## config.mk

```make
export PLATFORM = sky130hd
export DESIGN_NAME = button_event_queue
export DESIGN_NICKNAME = d
export VERILOG_FILES = /design/src/rtl/button_evt_pkg.sv /design/src/rtl/evt_fifo_core.sv /design/src/rtl/button_event_queue.sv
export SDC_FILE = /design/constraint.sdc
export NUM_CORES = 1
export LEC_CHECK = 0
export CORE_UTILIZATION = 49
export CTS_CLUSTER_DIAMETER = 150
export DETAILED_ROUTE_END_ITERATION = 10
export HOLD_SLACK_MARGIN = 0.08
export PLACE_DENSITY_LB_ADDON = 0.15
export SYNTH_ARGS = -nofsm -noshare
export SYNTH_HDL_FRONTEND = slang
export SYNTH_SLANG_ARGS = --single-unit
```

## constraint.sdc

```tcl
create_clock -name HCLK -period 3.4 [get_ports HCLK]
set_input_delay 0.34 -clock HCLK [delete_from_list [all_inputs] [get_ports HCLK]]
set_output_delay 0.34 -clock HCLK [all_outputs]
set_load 0.01 [all_outputs]
```

## src/rtl/button_evt_pkg.sv

```systemverilog
// Shared definitions for button_event_queue: register offsets, field positions
// and the event mask layout used by both the FIFO entries and the DATA register.
package button_evt_pkg;

  // Register index as decoded from HADDR[3:2]
  localparam logic [1:0] REG_DATA   = 2'd0;
  localparam logic [1:0] REG_STATUS = 2'd1;
  localparam logic [1:0] REG_CTRL   = 2'd2;
  localparam logic [1:0] REG_THRESH = 2'd3;

  localparam int DATA_MASK_LSB  = 0;
  localparam int DATA_TS_LSB    = 8;
  localparam int DATA_VALID_BIT = 31;

  localparam int STATUS_EMPTY_BIT = 8;
  localparam int STATUS_FULL_BIT  = 9;
  localparam int STATUS_OVF_BIT   = 10;

  localparam int CTRL_IRQEN_BIT  = 0;
  localparam int CTRL_FLUSH_BIT  = 1;
  localparam int CTRL_CLROVF_BIT = 2;

  localparam int THRESH_W = 6;

  typedef struct packed {
    logic setting;
    logic trip;
    logic mode;
    logic day_night;
  } evt_mask_t;

endpackage

```

## src/rtl/evt_fifo_core.sv

```systemverilog
// Synchronous FIFO with count, flush and an optional overwrite-oldest policy
// selected by the EVT_FIFO_OVERWRITE_EN macro (default: drop newest when full).
module evt_fifo_core #(
  parameter int DEPTH = 8,
  parameter int W     = 20,
  localparam int AW   = $clog2(DEPTH),
  localparam int CW   = AW + 1
) (
  input  logic          HCLK,
  input  logic          HRESET,
  input  logic          push,
  input  logic          pop,
  input  logic          flush,
  input  logic [W-1:0]  wdata,
  output logic [W-1:0]  rdata,
  output logic [CW-1:0] count,
  output logic [CW-1:0] count_next,
  output logic          empty,
  output logic          full,
  output logic          overflow_evt
);

`ifdef EVT_FIFO_OVERWRITE_EN
  localparam bit OVERWRITE = 1'b1;
`else
  localparam bit OVERWRITE = 1'b0;
`endif

  logic [W-1:0]  mem [DEPTH];
  logic [AW-1:0] wr_ptr, rd_ptr;
  logic          pop_ok, do_push, adv_rd;

  assign empty = (count == '0);
  assign full  = (count == CW'(DEPTH));
  assign rdata = mem[rd_ptr];

  // push/pop are single-cycle requests; a pop on an empty FIFO is ignored and
  // flush overrides both.
  always_comb begin
    pop_ok       = pop && !empty && !flush;
    overflow_evt = push && !flush && full && !pop_ok;
    do_push      = push && !flush && (!full || pop_ok || OVERWRITE);
    adv_rd       = pop_ok || (OVERWRITE && overflow_evt);
    count_next   = count;
    if (flush)
      count_next = '0;
    else if (do_push && !adv_rd)
      count_next = count + CW'(1);
    else if (adv_rd && !do_push)
      count_next = count - CW'(1);
  end

  always_ff @(posedge HCLK) begin
    if (HRESET) begin
      wr_ptr <= '0;
      rd_ptr <= '0;
      count  <= '0;
    end else if (flush) begin
      wr_ptr <= '0;
      rd_ptr <= '0;
      count  <= '0;
    end else begin
      if (do_push) wr_ptr <= wr_ptr + AW'(1);
      if (adv_rd)  rd_ptr <= rd_ptr + AW'(1);
      count <= count_next;
    end
  end

  always_ff @(posedge HCLK) begin
    if (do_push) mem[wr_ptr] <= wdata;
  end

endmodule

```

## src/rtl/button_event_queue.sv

```systemverilog
// AHB-Lite slave buffering timestamped button events with a level IRQ.
// Build option: EVT_FIFO_OVERWRITE_EN makes a full FIFO overwrite its oldest entry.
module button_event_queue
  import button_evt_pkg::*;
#(
  parameter int DEPTH    = 8,
  parameter int TS_WIDTH = 16
) (
  input  logic        HCLK,
  input  logic        HRESET,
  input  logic [31:0] HADDR,
  input  logic [31:0] HWDATA,
  input  logic        HWRITE,
  input  logic        HREADY,
  input  logic        HSEL,
  input  logic [2:0]  HSIZE,
  input  logic [1:0]  HTRANS,
  input  logic        Evt_DayNight,
  input  logic        Evt_Mode,
  input  logic        Evt_Trip,
  input  logic        Evt_Setting,
  input  logic        Tick,
  output logic [31:0] HRDATA,
  output logic        HREADYOUT,
  output logic        IRQ
);

  localparam int CW = $clog2(DEPTH) + 1;
  localparam int EW = TS_WIDTH + 4;

  evt_mask_t             evt_mask;
  logic                  evt_push;
  logic [TS_WIDTH-1:0]   ts;
  logic                  ahb_valid, ahb_write;
  logic [1:0]            ahb_addr;
  logic                  dp_read, dp_wr, ctrl_wr, thresh_wr, flush, fifo_pop;
  logic                  irq_en, overflow;
  logic [THRESH_W-1:0]   thresh, thresh_eff;
  logic [EW-1:0]         fifo_rdata;
  logic [CW-1:0]         count, count_next;
  logic                  empty, full, overflow_evt;
  logic                  unused_ok;

  assign evt_mask  = '{setting: Evt_Setting, trip: Evt_Trip, mode: Evt_Mode, day_night: Evt_DayNight};
  assign evt_push  = |evt_mask;
  assign HREADYOUT = 1'b1;
  assign unused_ok = ^{HSIZE, HADDR[31:4], HADDR[1:0], HWDATA[31:6]};

  always_ff @(posedge HCLK) begin
    if (HRESET)    ts <= '0;
    else if (Tick) ts <= ts + TS_WIDTH'(1);
  end

  always_ff @(posedge HCLK) begin
    if (HRESET) begin
      ahb_valid <= 1'b0;
      ahb_write <= 1'b0;
      ahb_addr  <= 2'd0;
    end else if (HREADY) begin
      ahb_valid <= HSEL && (HTRANS != 2'b00);
      ahb_write <= HWRITE;
      ahb_addr  <= HADDR[3:2];
    end
  end

  assign dp_read   = ahb_valid && !ahb_write;
  assign dp_wr     = ahb_valid && ahb_write;
  assign ctrl_wr   = dp_wr && (ahb_addr == REG_CTRL);
  assign thresh_wr = dp_wr && (ahb_addr == REG_THRESH);
  assign flush     = ctrl_wr && HWDATA[CTRL_FLUSH_BIT];
  assign fifo_pop  = dp_read && (ahb_addr == REG_DATA);

  evt_fifo_core #(.DEPTH(DEPTH), .W(EW)) u_fifo (
    .HCLK         (HCLK),
    .HRESET       (HRESET),
    .push         (evt_push),
    .pop          (fifo_pop),
    .flush        (flush),
    .wdata        ({ts, evt_mask}),
    .rdata        (fifo_rdata),
    .count        (count),
    .count_next   (count_next),
    .empty        (empty),
    .full         (full),
    .overflow_evt (overflow_evt)
  );

  assign thresh_eff = (thresh == '0) ? THRESH_W'(1) : thresh;

  // IRQ follows the count being committed this edge, so it trails a push/pop
  // by one cycle, while IrqEn/THRESH are taken from their current register.
  always_ff @(posedge HCLK) begin
    if (HRESET) begin
      irq_en   <= 1'b0;
      thresh   <= '0;
      overflow <= 1'b0;
      IRQ      <= 1'b0;
    end else begin
      if (ctrl_wr)   irq_en <= HWDATA[CTRL_IRQEN_BIT];
      if (thresh_wr) thresh <= HWDATA[THRESH_W-1:0];
      if (overflow_evt)
        overflow <= 1'b1;
      else if (ctrl_wr && HWDATA[CTRL_CLROVF_BIT])
        overflow <= 1'b0;
      IRQ <= irq_en && (THRESH_W'(count_next) >= thresh_eff);
    end
  end

  always_comb begin
    HRDATA = '0;
    if (dp_read) begin
      case (ahb_addr)
        REG_DATA: begin
          if (!empty) begin
            HRDATA = (32'(fifo_rdata[EW-1:4]) << DATA_TS_LSB) |
                     (32'(fifo_rdata[3:0]) << DATA_MASK_LSB);
            HRDATA[DATA_VALID_BIT] = 1'b1;
          end
        end
        REG_STATUS: begin
          HRDATA[5:0]              = 6'(count);
          HRDATA[STATUS_EMPTY_BIT] = empty;
          HRDATA[STATUS_FULL_BIT]  = full;
          HRDATA[STATUS_OVF_BIT]   = overflow;
        end
        REG_CTRL:   HRDATA[CTRL_IRQEN_BIT] = irq_en;
        default:    HRDATA[THRESH_W-1:0]   = thresh;
      endcase
    end
  end

endmodule
```

==> Word-level counts from Yosys, hierarchy flattened <==
Memory sizes are Yosys's and may differ from the RTL's. A register that Yosys moved wholly into a read port is not among the register bits.
Index checks and enable logic that the tools add are counted.
{ "classes": {"reduce_logical": 31, "magnitude_cmp": 1, "div": 0, "mul": 0, "bitwise_logic": 1, "mux": 17, "add_sub_neg": 5, "n_shift": 0, "eq_ne": 4} }
{ "ops": {"columns": ["op", "n"], "rows": [
  ["2-to-1 mux 32 bit", 2],
  ["bitwise OR 24 x 4 -> 24 bit", 1],
  ["2-to-1 mux 21 bit", 1],
  ["logical AND 1 bit", 17],
  ["adder 16 x 1 -> 16 bit (second input constant)", 1],
  ["case mux 5 bit (3 select lines)", 1],
  ["2-to-1 mux 4 bit", 3],
  ["adder 3 x 1 -> 3 bit (second input constant)", 2],
  [">= comparator 4 x 6 -> 1 bit", 1],
  ["logical NOT 1 bit", 6],
  ["logical NOT 6 bit", 1],
  ["2-to-1 mux 3 bit", 2],
  ["2-to-1 mux 6 bit", 1],
  ["case mux 3 bit (2 select lines)", 1],
  ["adder 4 x 1 -> 4 bit (second input constant)", 1],
  ["equality test 2 bit (second input constant)", 2],
  ["equality test 4 bit (second input constant)", 1],
  ["logical NOT 4 bit", 1],
  ["2-to-1 mux 1 bit", 4],
  ["nonzero test 2 bit", 2],
  ["OR reduction 4 bit", 1],
  ["subtractor 4 x 1 -> 4 bit (second input constant)", 1],
  ["case mux 1 bit (3 select lines)", 1],
  ["equality test 2 x 1 -> 1 bit (second input constant)", 1],
  ["4 further kinds", 4]
]} }
{ "totals": {"mem_bits_ro": 0, "latch_bits": 0, "output_inout_bits": 34, "mem_bits_rw": 160, "n_memories": 1, "register_bits": 39} }
{ "mem_list": {"columns": ["name", "depth", "width", "rd", "rd_ports_with_merged_regs", "wr", "line", "text"], "rows": [
  ["u_fifo.mem", 8, 20, 1, 1, 1, "evt_fifo_core.sv:29", "logic [W-1:0] mem [DEPTH];"]
]} }

==> Longest topological paths before layout <==
{ "logic_depth": {"ltp_word": 14, "mapped_depth": 15, "ltp_nobuf": 14} }

==> Modules after synthesis <==
Synthesis repeated with hierarchy kept, for this count alone.
{ "unflattened": {"cells_unflattened": 529, "hier_area_um2": 8520.7} }
{ "modules_own_cells": {"columns": ["mod", "seq_area_each_um2", "area_each_um2", "cells_each", "n_inst"], "rows": [
  ["evt_fifo_core", 5064.9, 6792.8, 323, 1],
  ["button_event_queue", 580.6, 1727.9, 206, 1]
]} }

==> Least setup slack after synthesis <==
Ideal clock, no wire load.
{ "synth_timing": {"path_type": "flip-flop to flip-flop", "start": "register u_fifo.count[0]", "end": "memory u_fifo.mem[0][0] (enable)", "n_path_buf": 0, "path_slack_ns": 0.151, "required_time_ns": 2.978, "stages_incl_launch_ff": 9, "arrival_time_ns": 2.827, "cell_sequence": "dfxtp_1 > inv_1 > ha_1 > or3b_4 > nand2_4 > inv_2 > o21ai_1 > or2_1 > nor3_1"} }
{ "synth_via": {"elab_chain_cells": 8, "word_cells_on_any_way": 10, "classes_between": "eq/ne: 1; mux: 2; reduce/logical: 7"} }
{ "synth_rtl": {"columns": ["element", "line", "text"], "rows": [
  ["start: declaration", "evt_fifo_core.sv:16", "output logic [CW-1:0] count,"],
  ["start signal: assignment", "evt_fifo_core.sv:65", "count <= count_next;"],
  ["logical NOT 4 bit", "evt_fifo_core.sv:33", "assign empty = (count == '0);"],
  ["logical NOT 1 bit", "evt_fifo_core.sv:40", "pop_ok = pop && !empty && !flush;"],
  ["logical AND 1 bit (2 in a row)", "evt_fifo_core.sv:40", null],
  ["logical OR 1 bit *", "evt_fifo_core.sv:42", "do_push = push && !flush && (!full || pop_ok || OVERWRITE);"],
  ["logical AND 1 bit *", "evt_fifo_core.sv:42", null],
  ["2-to-1 mux 1 bit *", "evt_fifo_core.sv:70", "if (do_push) mem[wr_ptr] <= wdata;"],
  ["2-to-1 mux 1 bit (not written as such) *", "evt_fifo_core.sv:70", null],
  ["end: declaration", "evt_fifo_core.sv:29", null]
]} }
Every way passes the cells marked *; elsewhere a longest branch is shown, timed or not.

==> run_results.csv <==
group,metric,value,unit
run_status,outcome,"finished clean",
grt,grt_busiest_layer,"met2",
power_and_ir_drop,finalPower,0.00546,W
die,ios,113,
sta,rsz0062_at_grt,"false",
sta,fin_tns_setup,0,ns
worst_setup_path,path_class,"reg -> out",
grt,grt_util_all_layers,19.4,%
cells_and_area,multi_input_area,2490,sq um
worst_setup_path,r2r_end,"u_fifo.mem[1][19]$_DFFE_PP_",
power_and_ir_drop,switching_share,21.6,%
cts,numCtsBuffers,22,
sta,finalHoldViolCount,0,
yosys,synth_top_area_cell,"edfxtp_1",
yosys,synth_most_common_cell,"edfxtp_1",
die,dieArea,17500,sq um
routing,drtPass1Iterations,4,
grt,grt_pass1_wl,25.7,mm
yosys,ys_top_cells_by_count,"edfxtp_1 (160), nor2_1 (60), dfxtp_1 (42)",
power_and_ir_drop,switchingPower,0.00118,W
sta,relSlewSlack,36.7,%
cts,cts_sinks,202,
sta,setup_ws,0.258,ns
sta,fmax,318,MHz
grt,overflow,0,
grt,use_met1,27.3,%
grt,grt_use_met3,2.96,%
worst_setup_path,crit_fanout,16,
cells_and_area,drive_above_1_share,18.0,%
cells_and_area,seq_area,5650,sq um
yosys,ys_types,55,
yosys,yosys_warnings,0,
cells_and_area,finalInstanceArea,9760,sq um
sta,clock_skew,0.0123,ns
sta,period_needed,3.14,ns
placed_design,portBuffers,43,
grt,antenna_found_initial,0,
worst_setup_path,path_delay_family,"flip-flops",
cts,cts-root-buf,"clkbuf_16",
cells_and_area,diodes,0,
yosys,async_flop_share,0,%
power_and_ir_drop,seqPwrFrac,51.8,%
routing,drc,0,
cts,hold_buffers,0,
worst_setup_path,cp_num_cells,5,
die,start_util,50.0,%
yosys,seq_area_frac_synth,68.0,%
cts,clk_path_buf_depth,3,
worst_setup_path,cp-start-kind,"register",
min_path,min_path_type,"in -> reg",
worst_setup_path,worstPathCellList,"mux4_2, mux2_2, nand2_1, a31oi_1, clkdlybuf4s50_1",
routing,wl,16.3,mm
power_and_ir_drop,ir_drop,0.433,mV
yosys,synth.avg_cell_area,15.8,sq um
worst_setup_path,critPathSlowestCell,"dfxtp_1",
worst_setup_path,arrival,2.80,ns
power_and_ir_drop,p_per_area,559,nW/um^2
grt,grt_pass1_vias,4657,
yosys,synth_top_area_share,57.9,%
yosys,synth-seq-cells,202,
grt,met2_usage,31.4,%
cts,htree_levels,1,
power_and_ir_drop,power.leakage,3.33,nW
sta,finalMaxSlewViolations,0,
die,die_y,132,microns
cells_and_area,fill_cells,1286,
placed_design,hpwl,9.99,mm
worst_setup_path,worstRegToRegCells,8,
yosys,yosys-top-cells-area,"edfxtp_1 (58%), dfxtp_1 (10%), mux4_2 (9.2%), mux2i_1 (4.8%), nor2_1 (2.7%)",
cts,cts_tree,"yes",
worst_setup_path,r2r_slack,0.41,ns
yosys,synth_cells,524,
routing,drtAntennaViolNets,0,
routing,vias,4500,
sta,setup-violations-final,0,
sta,holdWs,0.463,ns
cells_and_area,nets,678,
power_and_ir_drop,clkPwrFrac,40.9,%
worst_setup_path,crit_path_end_kind,"primary output",
worst_setup_path,reg2reg_from,"u_fifo.count[0]$_SDFF_PP0_",
yosys,ys.flop_type,"edfxtp_1",
worst_setup_path,critPathMaxStageDelay,0.91,ns
placed_design,placed_area,9080,sq um
worst_setup_path,crit_required,3.06,ns
cts,cts.repair_timing.setup_buffer_count,0,
die,core,16600,sq um
worst_setup_path,crit_end,"HRDATA[0]",
cts,path_clk_slew,0.06,ns
yosys,synth_edf_count,160,
flow_run,drv_cap,0,
min_path,whs_path_depth,3,
routing,post_drt_wl_per_cell,19.7,microns
die,num_rows,47,
placed_design,place_ws,0.249,ns
sta,period_share,92.4,%
power_and_ir_drop,combPwrFrac,7.4,%
cts,cts_resized,0,
grt,grt_max_degree,46,
routing,drt_iter0_drc,316,
cts,clock_latency,0.50,ns
cells_and_area,syn2layout_area_growth,17.7,%
sta,worstMarginPinSlew,0.945,ns
worst_setup_path,timing.critical_path.buf_inv,1,
die,die_w,132,microns
yosys,synth_area,8300,sq um
placed_design,place_congestion,0.864,
power_and_ir_drop,cellInternalPower,0.00428,W
routing,viasPerCell,5.45,
-- sequential cells by signal (all words and copies together), names as in the netlist, named ones only --
| register | cells |
|---|---|
| irq_en | 1 |
| ahb_valid | 1 |
| overflow | 1 |
| ahb_write | 1 |
| ahb_addr | 2 |
| thresh | 6 |
| u_fifo.count | 4 |
| u_fifo.rd_ptr | 3 |
| u_fifo.mem | 160 |
| u_fifo.wr_ptr | 3 |
| IRQ | 1 |
| ts | 16 |
-- worst reg2reg max path, delay by kind of cell (launching register included) --
kind                       cells  cell delay [ns]
and+or+nand+nor                3             1.06
AOI/OAI and AO/OA              1             0.18
DFF                            1             0.44
adders and majority gates      1             0.25
buffers and inverters          3             0.73
-- through the flow --
| step | util (%) | cells |
|---|---|---|
| final | 58.9 | 825 |
| after CTS | 58.9 | 825 |
| after global placement | 54.7 | 785 |
| after floorplan | - | 532 |
| after global routing | 58.9 | 825 |
| after detailed placement | 54.7 | 785 |
-- worst min path at each step --
stage	end	from
after floorplan	IRQ$_SDFF_PP0_	HRESET
after global placement	register	u_fifo.rd_ptr[1]$_SDFFE_PP0N_
after detailed placement	IRQ$_SDFF_PP0_	irq_en$_SDFFE_PP0N_
after CTS	thresh[3]$_SDFFE_PP0P_	HWDATA[3]
after global routing	thresh[3]$_SDFFE_PP0P_	HWDATA[3]
final	thresh[3]$_SDFFE_PP0P_	HWDATA[3]
-- routing by layer --
metal / vias to the layer above / part of all wire (%)
met5: - / 0
met4: 0 / 1.9
met3: 25 / 5.0
met2: 106 / 48
met1: 2252 / 45
li1: 2117 / -
-- logic make-up (layout without fill, tap and decap cells) --
family | count (synthesis) | count (layout) | synth area share (%)
flops | 202 | 202 | 68.0
buf+inv | 40 | 113 | 2.62
simple gates | 134 | 134 | 8.34
mux | 75 | 75 | 14.2
xor+xnor | 19 | 19 | 2.01
other cells | 2 | 10 | 0.0905
fa+ha+maj | 10 | 10 | 1.51
compound gates | 42 | 42 | 3.21
-- final cells by class --
class	instances	area share, %
sequential	202	57.8
multi-input combinational	290	25.5
timing repair buffer	65	6.48
clock buffer	32	6.23
tap	220	2.82
clock inverter	8	0.807
inverter	8	0.308
-- cell usage in the layout (no fill, tap or decap), types with 9 or more instances in the layout --
cell / instances
edfxtp_1: 160
nor2_1: 54
clkdlybuf4s50_1: 43
dfxtp_1: 40
mux2i_1: 40
mux4_2: 34
clkbuf_16: 22
nand2_1: 19
buf_4: 19
a21oi_1: 10
xnor2_1: 10
o21ai_0: 10
ha_1: 10
conb_1: 10
xor2_1: 9
-- power by group through the flow --
stage	combinational [W]	clock, W	sequential, W
2_1_floorplan	0.000270	0	0.00286
3_3_place_gp	0.000401	0	0.00287
3_5_place_dp	0.000406	0	0.00288
4_1_cts	0.000409	0.00228	0.00282
5_1_grt	0.000440	0.00237	0.00283
6_report	0.000402	0.00223	0.00282
No activity file was read; power rests on OpenSTA's default activity.
==> edit, RTL diff (config.mk and constraints unchanged) <==
The option `EVT_FIFO_OVERWRITE_EN` is turned on by a define.
--- a/src/rtl/evt_fifo_core.sv
+++ b/src/rtl/evt_fifo_core.sv
@@ -1,5 +1,7 @@
 // Synchronous FIFO with count, flush and an optional overwrite-oldest policy
 // selected by the EVT_FIFO_OVERWRITE_EN macro (default: drop newest when full).
+`define EVT_FIFO_OVERWRITE_EN
+
 module evt_fifo_core #(
   parameter int DEPTH = 8,
   parameter int W     = 20,
Check against the original RTL: no difference found for any inputs over 4 cycles, from zero or initial values and one cycle with HRESET high; that may be too few to reach the edited logic, so the function may still have changed.
==> edit against the original RTL <==
Die area down 0.57%. Setup slack worse by 0.0013 ns. Combinational power up 4%. Synthesized area down 0.57%. Routed wire length down 0.23%. Clock skew down 0.0044 ns. Largest power group unchanged. Synthesized cell count down 0.19%. Power down 1.5%. Maximum frequency about the same. Largest cell class unchanged. Non-clock buffer count unchanged. Worst hold slack worse by 0.00096 ns. Cell area down 0.83%. Sequential cell count unchanged.
==> edit: results (changes against the original RTL) <==
| Metric | Value |
|---|---|
| Layout net count | `676 (was 678)` |
| Largest net degree at the start of global routing | `40 (was 46)` |
| Setup slack, reg-to-reg | `0.42 ns` |
| GR met2 Demand/Resource | `32.0% (was 31.4%)` |
| Drt initial violations | `395 (was 316)` |
| Via count | `4563 (was 4500)` |
| Min-delay src | `HSEL (was HWDATA[3])` |
| H-tree Lvls | `1 (unchanged)` |
| Met1 global-route usage | `27.5% (was 27.3%)` |
| First-pass GRT wire length | `25800 um (was 25700 um)` |
| Pre-antenna DRT Iters | `5 (was 4)` |
| Setup slack after placement | `0.0645 ns (was 0.249 ns)` |
| Seq/Total Area, Yosys | `68.4% (was 68.0%)` |
| Final HPWL DP | `10400 um (was 9990 um)` |
| Met3 usage | `3.15% (was 2.96%)` |
| R2r worst-path depth | `13 (was 8)` |
| CP peak stage delay | `0.57 ns (was 0.91 ns)` |
| Crit Path Max Fanout | `5 (was 16)` |
| # Post-CTS Setup Buffers | `0 (unchanged)` |
| Post-synth ARST share | `0% (unchanged)` |
| Hold depth | `3 (unchanged)` |
| Synth top area cells | `edfxtp_1, dfxtp_1, mux4_2, mux2i_1, nor2_1 (unchanged)` |
| Crit-path slowest cell | `clkdlybuf4s50_1 (was dfxtp_1)` |
| Most common library cells after synthesis | `edfxtp_1, nor2_1, dfxtp_1 (unchanged)` |
| Critical R2R Launch | `u_fifo.count[1] (was u_fifo.count[0])` |
| Area after DPL | `9030 um^2 (was 9080 um^2)` |
| Max VDD drop | `0.345 mV (was 0.433 mV)` |
| Worst r2r dst | `IRQ (was u_fifo.mem[1][19])` |
| Fraction of layout cells with a size suffix above 1 | `16.7% (was 18.0%)` |
| Dominant delay contributor by cell family on the critical path | `simple AND/OR/NAND/NOR gates (was flip-flops)` |
| Status | `complete, no violations (unchanged)` |
| Hold Path Class | `in2reg (unchanged)` |
| Total GRT Usage | `19.5% (was 19.4%)` |
| Clock transition at path regs | `0.06 ns (about the same)` |
| Slew HR | `21.4% (was 36.7%)` |
| CTS buffer count | `22 (unchanged)` |
| RD Place Congestion | `0.838 (was 0.864)` |
| Clock Root Buffer | `clkbuf_16 (unchanged)` |
| CP startpoint | `u_fifo.count[0]` |
| Hold Buf Count CTS | `0 (unchanged)` |
| Clock skew | `0.00797 ns (was 0.0123 ns)` |
| Routed wire length | `16200 um (was 16300 um)` |
| Drt via density | `5.54 (was 5.45)` |
| WHS Endpoint | `ahb_valid (was thresh[3])` |
| Yosys cell types | `48 (was 55)` |
| Largest regs | `u_fifo.mem (160), ts (16), thresh (6) (unchanged)` |
| Syn avg cell area | `15.8 um^2 (about the same)` |
| Fill count | `1270 (was 1286)` |
| Dpl cells | `783 (was 785)` |
| WHS | `0.462 ns (was 0.463 ns)` |
| Initial antenna violation count | `0 (unchanged)` |
| Leakage | `0.00322 uW (was 0.00333 uW)` |
## edit: cell types whose count changed after synthesis, moves of 2 or more
cell,change
buf_1,+5
buf_4,-4
o21ai_0,+3
a211oi_1,+2
inv_1,+2
nand3_1,+2
o211ai_1,-2
o21ai_1,-2
or2_1,-2
or4_4,+2
## edit: cell families (layout without fill, tap and decap cells)
logic type / after synthesis / in the layout / synth area share [%]
mux: 75 / 75 / 14.3
buf+inv: 42 / 114 / 2.53
simple gates: 132 / 132 / 7.90
xor+xnor: 20 / 20 / 2.12
fa+ha+maj: 10 / 10 / 1.52
compound gates: 40 / 40 / 3.14
flops: 202 / 202 / 68.4
other cells: 2 / 10 / 0.0910
## edit: metal layers
metal	part of all wire, %	routed length [um]
met5	0	0
met4	1.6	252
met3	4.5	723
met2	48	7850
met1	46	7410
## edit: final cells by class
type                       count  area (um^2)  area share [%]
timing repair buffer          65          621            6.41
clock inverter                 6         26.3           0.271
tap                          220          275            2.84
sequential                   202         5650            58.3
inverter                       9         33.8           0.349
clock buffer                  34          627            6.47
multi-input combinational    287         2450            25.3
## edit: report_power, final
group	switching, uW	internal [uW]	total [uW]
clock network	868	1260	2130
registers	47.2	2780	2820
logic	229	189	418
## edit: worst max path at each step
stage | end | slack [ns] | cells after the start
floorplan | u_fifo.mem[0][0] | 0.25 | 5
global placement | u_fifo.mem[0][9] | 0.09 | 6
detailed placement | u_fifo.mem[0][9] | 0.06 | 6
CTS | HRDATA[1] | 0.24 | 7
global route | HRDATA[1] | 0.1 | 7
finish | HRDATA[1] | 0.26 | 7
## edit: worst min-delay path: stages
cell	delay (ns)
clkdlybuf4s50_1	0.40
o211ai_1	0.09
a21oi_1	0.07
